## src/rtl/sec_angle_dispatch.sv

```systemverilog
// Secant LUT front/back end: reduces an angle mod 360, classifies the quadrant,
// drives the LUT and returns its result. Optional macro SEC_SIGN_FIX_EN forces the sign bit.
`ifndef DATA_WIDTH
`define DATA_WIDTH 32
`endif

module sec_angle_dispatch #(
    parameter int DATA_WIDTH  = `DATA_WIDTH,
    parameter int LUT_LATENCY = 1
) (
    input  logic                    clk,
    input  logic                    reset_n,
    input  logic                    in_valid,
    output logic                    in_ready,
    input  logic [DATA_WIDTH-1:0]   angle_in,
    output logic                    lut_en,
    output logic [1:0]              lut_quadrant,
    output logic [DATA_WIDTH-1:0]   lut_angle,
    input  logic [2*DATA_WIDTH-1:0] lut_data,
    output logic                    out_valid,
    input  logic                    out_ready,
    output logic [2*DATA_WIDTH-1:0] result,
    output logic                    undefined
);

    // Handshakes: a transfer happens on a rising edge where valid and ready are both high.
    // in_ready is high only in IDLE; out_valid is high only in DONE and then holds its data.

    typedef enum logic [2:0] {
        S_IDLE,
        S_REDUCE,
        S_CLASSIFY,
        S_ISSUE,
        S_WAIT,
        S_DONE
    } state_t;

    localparam int KW = $clog2(DATA_WIDTH);
    localparam logic [KW-1:0] K_START = KW'(DATA_WIDTH - 9);
    localparam logic [3:0] WAIT_LOAD = 4'(LUT_LATENCY);
    localparam logic [2*DATA_WIDTH-1:0] POS_INF = (2*DATA_WIDTH)'(64'h7FF0_0000_0000_0000);

    state_t                  state;
    logic [DATA_WIDTH-1:0]   r;
    logic [KW-1:0]           k;
    logic [3:0]              wait_cnt;

    logic [DATA_WIDTH-1:0]   modulus;
    logic [1:0]              cls_quad;
    logic [DATA_WIDTH-1:0]   cls_ref;
    logic                    cls_undef;
    logic [2*DATA_WIDTH-1:0] captured;

    // 360<<k never overflows: 360 < 2^9 and k tops out at DATA_WIDTH-9.
    assign modulus = DATA_WIDTH'(360) << k;

    always_comb begin
        cls_quad  = 2'd0;
        cls_ref   = '0;
        cls_undef = 1'b0;
        if (r < DATA_WIDTH'(90)) begin
            cls_quad = 2'd0;
            cls_ref  = r;
        end else if (r == DATA_WIDTH'(90)) begin
            cls_undef = 1'b1;
        end else if (r <= DATA_WIDTH'(180)) begin
            cls_quad = 2'd1;
            cls_ref  = DATA_WIDTH'(180) - r;
        end else if (r < DATA_WIDTH'(270)) begin
            cls_quad = 2'd2;
            cls_ref  = r - DATA_WIDTH'(180);
        end else if (r == DATA_WIDTH'(270)) begin
            cls_undef = 1'b1;
        end else begin
            cls_quad = 2'd3;
            cls_ref  = DATA_WIDTH'(360) - r;
        end
    end

`ifdef SEC_SIGN_FIX_EN
    // Secant is negative in Q1 and Q2; the LUT supplies only the magnitude.
    assign captured = {(lut_quadrant == 2'd1) || (lut_quadrant == 2'd2),
                       lut_data[2*DATA_WIDTH-2:0]};
`else
    assign captured = lut_data;
`endif

    always_ff @(posedge clk) begin
        if (!reset_n) begin
            state        <= S_IDLE;
            r            <= '0;
            k            <= '0;
            wait_cnt     <= '0;
            in_ready     <= 1'b1;
            lut_en       <= 1'b0;
            lut_quadrant <= 2'd0;
            lut_angle    <= '0;
            out_valid    <= 1'b0;
            result       <= '0;
            undefined    <= 1'b0;
        end else begin
            lut_en <= 1'b0;
            case (state)
                S_IDLE: begin
                    if (in_valid) begin
                        r        <= angle_in;
                        k        <= K_START;
                        in_ready <= 1'b0;
                        state    <= S_REDUCE;
                    end
                end
                S_REDUCE: begin
                    if (r >= modulus) begin
                        r <= r - modulus;
                    end
                    if (k == '0) begin
                        state <= S_CLASSIFY;
                    end else begin
                        k <= k - 1'b1;
                    end
                end
                S_CLASSIFY: begin
                    if (cls_undef) begin
                        undefined <= 1'b1;
                        result    <= POS_INF;
                        out_valid <= 1'b1;
                        state     <= S_DONE;
                    end else begin
                        lut_quadrant <= cls_quad;
                        lut_angle    <= cls_ref;
                        lut_en       <= 1'b1;
                        state        <= S_ISSUE;
                    end
                end
                S_ISSUE: begin
                    wait_cnt <= WAIT_LOAD;
                    state    <= S_WAIT;
                end
                S_WAIT: begin
                    if (wait_cnt == 4'd0) begin
                        result    <= captured;
                        undefined <= 1'b0;
                        out_valid <= 1'b1;
                        state     <= S_DONE;
                    end else begin
                        wait_cnt <= wait_cnt - 4'd1;
                    end
                end
                S_DONE: begin
                    if (out_ready) begin
                        out_valid <= 1'b0;
                        in_ready  <= 1'b1;
                        state     <= S_IDLE;
                    end
                end
                default: state <= S_IDLE;
            endcase
        end
    end

endmodule

```

## config.mk

```make
export PLATFORM = sky130hd
export DESIGN_NAME = sec_angle_dispatch
export DESIGN_NICKNAME = d
export VERILOG_FILES = /design/src/rtl/sec_angle_dispatch.sv
export SDC_FILE = /design/constraint.sdc
export NUM_CORES = 1
export LEC_CHECK = 0
export CORE_ASPECT_RATIO = 1.1
export CORE_MARGIN = 3
export CORE_UTILIZATION = 45
export DETAILED_ROUTE_END_ITERATION = 12
export GPL_TIMING_DRIVEN = 0
export PLACE_DENSITY = 0.77
export SLEW_MARGIN = 5
export SYNTH_ARGS = -nofsm -noshare
export SYNTH_HDL_FRONTEND = slang
export SYNTH_SLANG_ARGS = --single-unit
```

## constraint.sdc

```tcl
create_clock -name clk -period 5.3 [get_ports clk]
set_input_delay 1.59 -clock clk [delete_from_list [all_inputs] [get_ports clk]]
set_output_delay 1.59 -clock clk [all_outputs]
set_load 0.02 [all_outputs]
```

==> summary.txt, run 1 <==
Timing
  • Tmin final: 4.84 ns
  • Final setup viols: 0
  • Max Freq: 207 MHz
  • Final hold vios: 0
  • Fin Setup TNS: 0 ns
  • Final Max Tran Viols: 0
  • Slew of the pin with the lowest slew margin: 1.29 ns
  • Period utilization: 91.3%
  • RSZ-0062 raised after global routing: no
  • Worst clock skew: 0.0103 ns
  • Worst slew margin: 13.4%

Route
  • Vias per cell: 5.98
  • Total wire length: 30.9 mm
  • Iter 0 DRT Violations: 736
  • Average wire per standard cell: 20.8 um
  • DR pass1 iterations: 5
  • Via count: 8880
  • ANT nets after route: 0
  • DRC: 0

Clock network
  • CTS tree: yes
  • Worst-Skew Late Latency: 0.42 ns
  • CTS root buf: clkbuf_16
  • Bufs on Longest Clock Path: 2
  • Clock transition at path regs: 0.06 ns
  • Hold_buf cts: 0
  • CTS sink cnt: 146
  • Post_cts resized: 0
  • Total CTS buffers: 17
  • Max H-tree Level: 4
  • # Post-CTS Setup Buffers: 0

Hold path
  • Worst min path class: reg2reg

Cells and area
  • ANT cells: 0
  • Share of cells above drive strength 1: 4.25%
  • Layout Nets: 1380
  • Design Area, Final: 0.0112 mm2
  • Post-route insts no fill: 1484
  • Area delta synth->final: 35.4%

Synthesis
  • Most instantiated cells after synthesis: dfxtp_1 (146), nand2_1 (122), nor2_1 (85)
  • Avg Cell Area, Syn: 8.20 um2
  • Most common cell in the netlist: dfxtp_1
  • Syn. warnings: 0
  • Synth unique cells: 73
  • Main area contributors after synthesis: dfxtp_1 (35%), ha_1 (7.1%), a22o_1 (5.7%)
  • Gate Count Post-Synth: 1013
  • Async set-or-reset flop fraction in the synthesized netlist: 0%
  • Sequential area share after synthesis: 35.2%
  • Top_reg_cell synth: dfxtp_1
  • Share of Yosys cell area claimed by the top area cell type: 35.2%
  • Post-Syn Nets: 1160
  • Flops & latches, synth: 146
  • Synth area leader: dfxtp_1
  • Area of the mapped netlist: 0.00830 mm2
  • Number of synthesized flops with an enable pin: 0

Global routing
  • Initial antenna violation count: 0
  • Pin count of the biggest net entering global routing: 17
  • Total gr overflow: 0
  • Global-route wire length before repair: 46.3 mm
  • Number of global-route vias before repair: 8170
  • Tot GR Track Use: 29.7%

Floorplan
  • Initial Utilization: 46.3%
  • Top Ports: 202
  • Core ar.: 0.0179 mm2
  • Die footprint: 0.0201 mm2
  • FP Rows: 51
  • Die Y: 148 um
  • Die width: 136 um

Run
  • Max Cap Viol: 0

Worst setup path
  • CP startpoint kind: flip-flop
  • Arrival @ worst endpoint: 5.16 ns
  • Crit path kind: reg2reg
  • Crit path capture type: flip-flop
  • Worst Path Required: 5.62 ns
  • Crit-path max FO: 10

Power and ir drop
  • Leak: 4.30 nW
  • PD cells: 527 mW/mm2
  • Max VDD drop: 0.427 mV

Placement
  • Final Wtd Congestion: 0.983
  • DP Cell Count: 1452
  • Area post-placement: 0.0106 mm2
  • IO buf count: 201
  • HPWL Detailed: 24.3 mm

Status
  • Status: finished clean
layout make-up:
cell class                      count  area [um2]
Fill cell                        1581        6690
Multi-Input combinational cell    785        5030
Sequential cell                   146        2920
Timing Repair Buffer              201        2010
Clock buffer                       19         453
Tap cell                          238         298
Buffer                             59         262
Clock inverter                     13         175
Inverter                           23        86.3
state kept, by name, indices dropped and copies added, names as in the netlist, 2 cells and up:
name and flops:
k 5, r 32, lut_quadrant 2, wait_cnt 4, lut_angle 32, state 3
result 64
where the power goes:
group          switching [mW]  internal [mW]  total, mW
clock network           0.511          0.776       1.29
registers               0.224           1.25       1.47
logic                    1.92           1.24       3.17
path summary, 6_finish.rpt:
kind | from | endpoint | slack (ns) | cells past startpoint
worst max-delay path | k[3]$_SDFFE_PN0P_ | r[19]$_SDFFE_PN0P_ | 0.46 | 16
worst min-delay path | lut_quadrant[1]$_SDFFE_PN0P_ | lut_quadrant[1]$_SDFFE_PN0P_ | 0.45 | 2
worst max register to register | k[3]$_SDFFE_PN0P_ | r[19]$_SDFFE_PN0P_ | 0.46 | 16
worst min register to register | lut_quadrant[1]$_SDFFE_PN0P_ | lut_quadrant[1]$_SDFFE_PN0P_ | 0.45 | 2
worst max-delay path: stages (launching register included):
cell and delay [ns]:
dfxtp_1 0.31, clkbuf_1 0.32, nor2b_1 0.51, nand2_1 0.18
o22a_1 0.22, ha_1 0.26, clkbuf_1 0.28, and4_1 0.35
and2_1 0.19, nand4_1 0.12, o2111ai_1 0.38, nand4_1 0.23
nand2_1 0.12, clkbuf_1 0.38, clkbuf_1 0.53, o211ai_1 0.17
o211a_1 0.17
layer usage:
metal	wire length (um)	vias up	GRT usage, %
li1	-	4180	-
met1	12600	4186	37.8
met2	14200	453	48.6
met3	2750	61	5.51
met4	1290	0	13.9
met5	0	-	0
cells in the final DEF, fill, tap and decap left out, types with 5 or more instances in the layout:
cell type | netlist | final
clkdlybuf4s50_1 | 0 | 201
dfxtp_1 | 146 | 146
nand2_1 | 122 | 122
nor2_1 | 85 | 85
o21ai_0 | 83 | 83
a21oi_1 | 76 | 76
a22o_1 | 54 | 54
clkbuf_1 | 50 | 50
ha_1 | 47 | 47
xnor2_1 | 28 | 28
a31oi_1 | 26 | 26
nor3_1 | 22 | 22
inv_1 | 20 | 20
nand3_1 | 19 | 19
xor2_1 | 17 | 17
clkbuf_16 | 0 | 17
nand2b_1 | 15 | 15
a211oi_1 | 13 | 13
nor2b_1 | 10 | 10
a311oi_1 | 10 | 10
o221a_1 | 10 | 10
or3_1 | 9 | 9
nor4_1 | 9 | 9
mux2i_1 | 8 | 8
o211ai_1 | 8 | 8
a21o_1 | 7 | 7
and2_1 | 7 | 7
o21a_1 | 7 | 7
o22ai_1 | 6 | 6
and3_1 | 6 | 6
nand4_1 | 5 | 5
buf_6 | 5 | 5
o31ai_1 | 5 | 5
o211a_1 | 5 | 5
clkinv_4 | 0 | 5
logic make-up after synthesis:
logic type | Yosys count | synth area share (%)
buffers and inverters | 82 | 4.19
DFF | 146 | 35.2
muxes | 11 | 1.37
xor gates and xnor gates | 45 | 4.75
AOI/OAI and AO/OA | 349 | 28.6
and+or+nand+nor | 333 | 18.8
adders and majority gates | 47 | 7.08
metrics by stage:
stage / worst slack (ns) / utilization [%] / hold slack [ns] / power, mW
after floorplan: 1.69 / - / 0.434 / 3.66
after global placement: 0.595 / 59.2 / 0.436 / 4.55
after detailed placement: 0.610 / 59.2 / 0.440 / 4.56
after CTS: 0.585 / 62.7 / 0.454 / 5.85
after global routing: 0.170 / 62.7 / 0.476 / 6.28
final: 0.460 / 62.7 / 0.451 / 5.92
Power figures use the tool's default switching activity.
==> inputs of run 2 (changes only) <==
CELL_PAD_IN_SITES_DETAIL_PLACEMENT = 1   (was default)
CELL_PAD_IN_SITES_GLOBAL_PLACEMENT = 2   (was default)
CORE_UTILIZATION = 31   (was 45)
PLACE_DENSITY = 0.89   (was 0.77)
==> run 2 against run 1 <==
Against the previous run:
- die area rose by 43%
- worst setup slack worse by 0.073 ns
- fmax shrank 1.5%
- critical path depth is the same
- sequential share of layout area is 0.17 points lower
- highest routed layer unchanged
- clock power fell by 7%
==> summary.txt, run 2 (same netlist as run 1, synthesis figures left out) <==
Timing
  • Tmin final: 4.91 ns
  • Hold_ws: 0.452 ns
  • Fin Setup TNS: 0 ns
  • RSZ-0062 raised after global routing: no
  • Worst slew margin: 19.6%
  • Period utilization: 92.7%
  • Worst Slack Setup Final: 0.387 ns
  • Final hold vios: 0
  • Final Max Tran Viols: 0
  • Max Freq: 204 MHz
  • Final setup viols: 0
  • Slew of the pin with the lowest slew margin: 1.20 ns
  • Worst clock skew: 0.0137 ns

Power and ir drop
  • Logic pwr share: 54.5%
  • Leak: 4.26 nW
  • Sw Ratio: 46.4%
  • Max VDD drop: 0.237 mV
  • Clk network pwr share: 20.4%
  • Reg power frac: 25.1%
  • PD cells: 519 mW/mm2
  • Internal power: 3.15 mW
  • P_sw: 2.72 mW

Cells and area
  • Commonest non-fill, non-tap cell in the layout: clkdlybuf4s50_1
  • Biggest regs: result (64), lut_angle (32), r (32)
  • Layout Nets: 1380
  • Core Util, Final: 43.2%
  • Most frequent cells in the layout: clkdlybuf4s50_1 (201), dfxtp_1 (146), nand2_1 (122), nor2_1 (85), o21ai_0 (83)
  • Design Area, Final: 0.0113 mm2
  • Max FFs per register: 64
  • ANT cells: 0
  • Multi-input logic area: 0.00503 mm2
  • Fillers: 3157
  • Reg area: 0.00292 mm2
  • Largest Register: result
  • Area delta synth->final: 36.3%
  • Share of cells above drive strength 1: 4.10%

Status
  • Status: finished clean

Run
  • Max Cap Viol: 0

Floorplan
  • Die width: 162 um
  • Die footprint: 0.0288 mm2
  • Top Ports: 202
  • Initial Utilization: 31.7%
  • Core ar.: 0.0262 mm2
  • Die Y: 178 um
  • FP Rows: 62

Route
  • DRC: 0
  • Average wire per standard cell: 21.4 um
  • Via count: 8708
  • Total wire length: 34.1 mm
  • ANT nets after route: 0
  • Vias per cell: 5.45
  • Iter 0 DRT Violations: 520
  • DR pass1 iterations: 4

Global routing
  • Global-route wire length before repair: 51.1 mm
  • Tot GR Track Use: 23.0%
  • Pin count of the biggest net entering global routing: 17
  • Busiest layer in global routing: met2
  • Initial antenna violation count: 0
  • Met2 usage: 40.9%
  • Number of global-route vias before repair: 8752
  • Total gr overflow: 0
  • Met3 usage: 4.62%
  • M1 GR Usage: 28.0%

Placement
  • Area post-placement: 0.0108 mm2
  • Final Wtd Congestion: 0.917
  • IO buf count: 201
  • DP Worst Slack: 0.426 ns
  • HPWL Detailed: 27.4 mm

Worst setup path
  • Crit-path max FO: 10
  • Crit path kind: reg2reg
  • Worst Path Required: 5.63 ns
  • Crit path capture type: flip-flop
  • CP startpoint kind: flip-flop
  • Arrival @ worst endpoint: 5.25 ns

Clock network
  • CTS tree: yes
  • Bufs on Longest Clock Path: 2
  • Worst-Skew Late Latency: 0.43 ns
  • # Post-CTS Setup Buffers: 0
  • Hold_buf cts: 0
  • Max H-tree Level: 4
  • Post_cts resized: 0
  • Total CTS buffers: 17
  • CTS root buf: clkbuf_16
  • Clock transition at path regs: 0.07 ns
  • CTS sink cnt: 146

Hold path
  • Worst min path class: reg2reg
-- run 2: cell types whose count changed in the layout (fill, tap and decap cells not counted) --
cell        delta
bufinv_16      -2
clkbuf_8       -2
clkinvlp_4     +2
clkbuf_1       +1
clkinv_4       -1
inv_6          +1
-- run 2: worst max-delay path, cell delays in order, from the launching register on --
cell and delay (ns):
dfxtp_1 0.31, clkbuf_1 0.33, nor2b_1 0.49, nand2_1 0.18
o22a_1 0.22, ha_1 0.27, clkbuf_1 0.30, and4_1 0.34
and2_1 0.18, nand4_1 0.12, o2111ai_1 0.42, nand4_1 0.24
nand2_1 0.13, clkbuf_1 0.41, clkbuf_1 0.51, nor2_1 0.10
a311oi_1 0.27
-- run 2: per-layer routing --
layer | share of wire [%] | wire length (um)
met5 | 0 | 0
met3 | 6.5 | 2210
met2 | 49 | 16600
met1 | 43 | 14600
met4 | 2.0 | 697
-- run 2: area by class of cell --
cell class              instances  share of cell area [%]
clock inverters                13                    1.15
plain buffers                  59                    2.31
multi-input cells             785                    44.5
well taps                     352                    3.89
repair buffers                201                    17.8
clock buffers                  18                    3.79
inverters                      23                   0.763
flip-flops and latches        146                    25.8
-- run 2: per-stage QoR --
stage | instances | power [mW]
after global placement | 1566 | 4.62
after CTS | 1597 | 5.86
final | 1597 | 5.87
after detailed placement | 1566 | 4.65
after global routing | 1597 | 6.30
after floorplan | 1013 | 3.66
-- run 2: final timing paths --
check	slack (ns)	from	to	depth (start not counted)
worst max-delay path	0.39	k[3]$_SDFFE_PN0P_	r[14]$_SDFFE_PN0P_	16
worst min-delay path	0.45	lut_quadrant[1]$_SDFFE_PN0P_	lut_quadrant[1]$_SDFFE_PN0P_	2
worst max register to register	0.39	k[3]$_SDFFE_PN0P_	r[14]$_SDFFE_PN0P_	16
worst min register to register	0.45	lut_quadrant[1]$_SDFFE_PN0P_	lut_quadrant[1]$_SDFFE_PN0P_	2
-- run 2: power groups by stage --
| stage | clock network (mW) | logic, mW | registers, mW |
|---|---|---|---|
| floorplan | 0 | 2.21 | 1.45 |
| global placement | 0 | 3.13 | 1.49 |
| detailed placement | 0 | 3.16 | 1.49 |
| CTS | 1.22 | 3.18 | 1.47 |
| global route | 1.27 | 3.55 | 1.49 |
| finish | 1.20 | 3.20 | 1.47 |
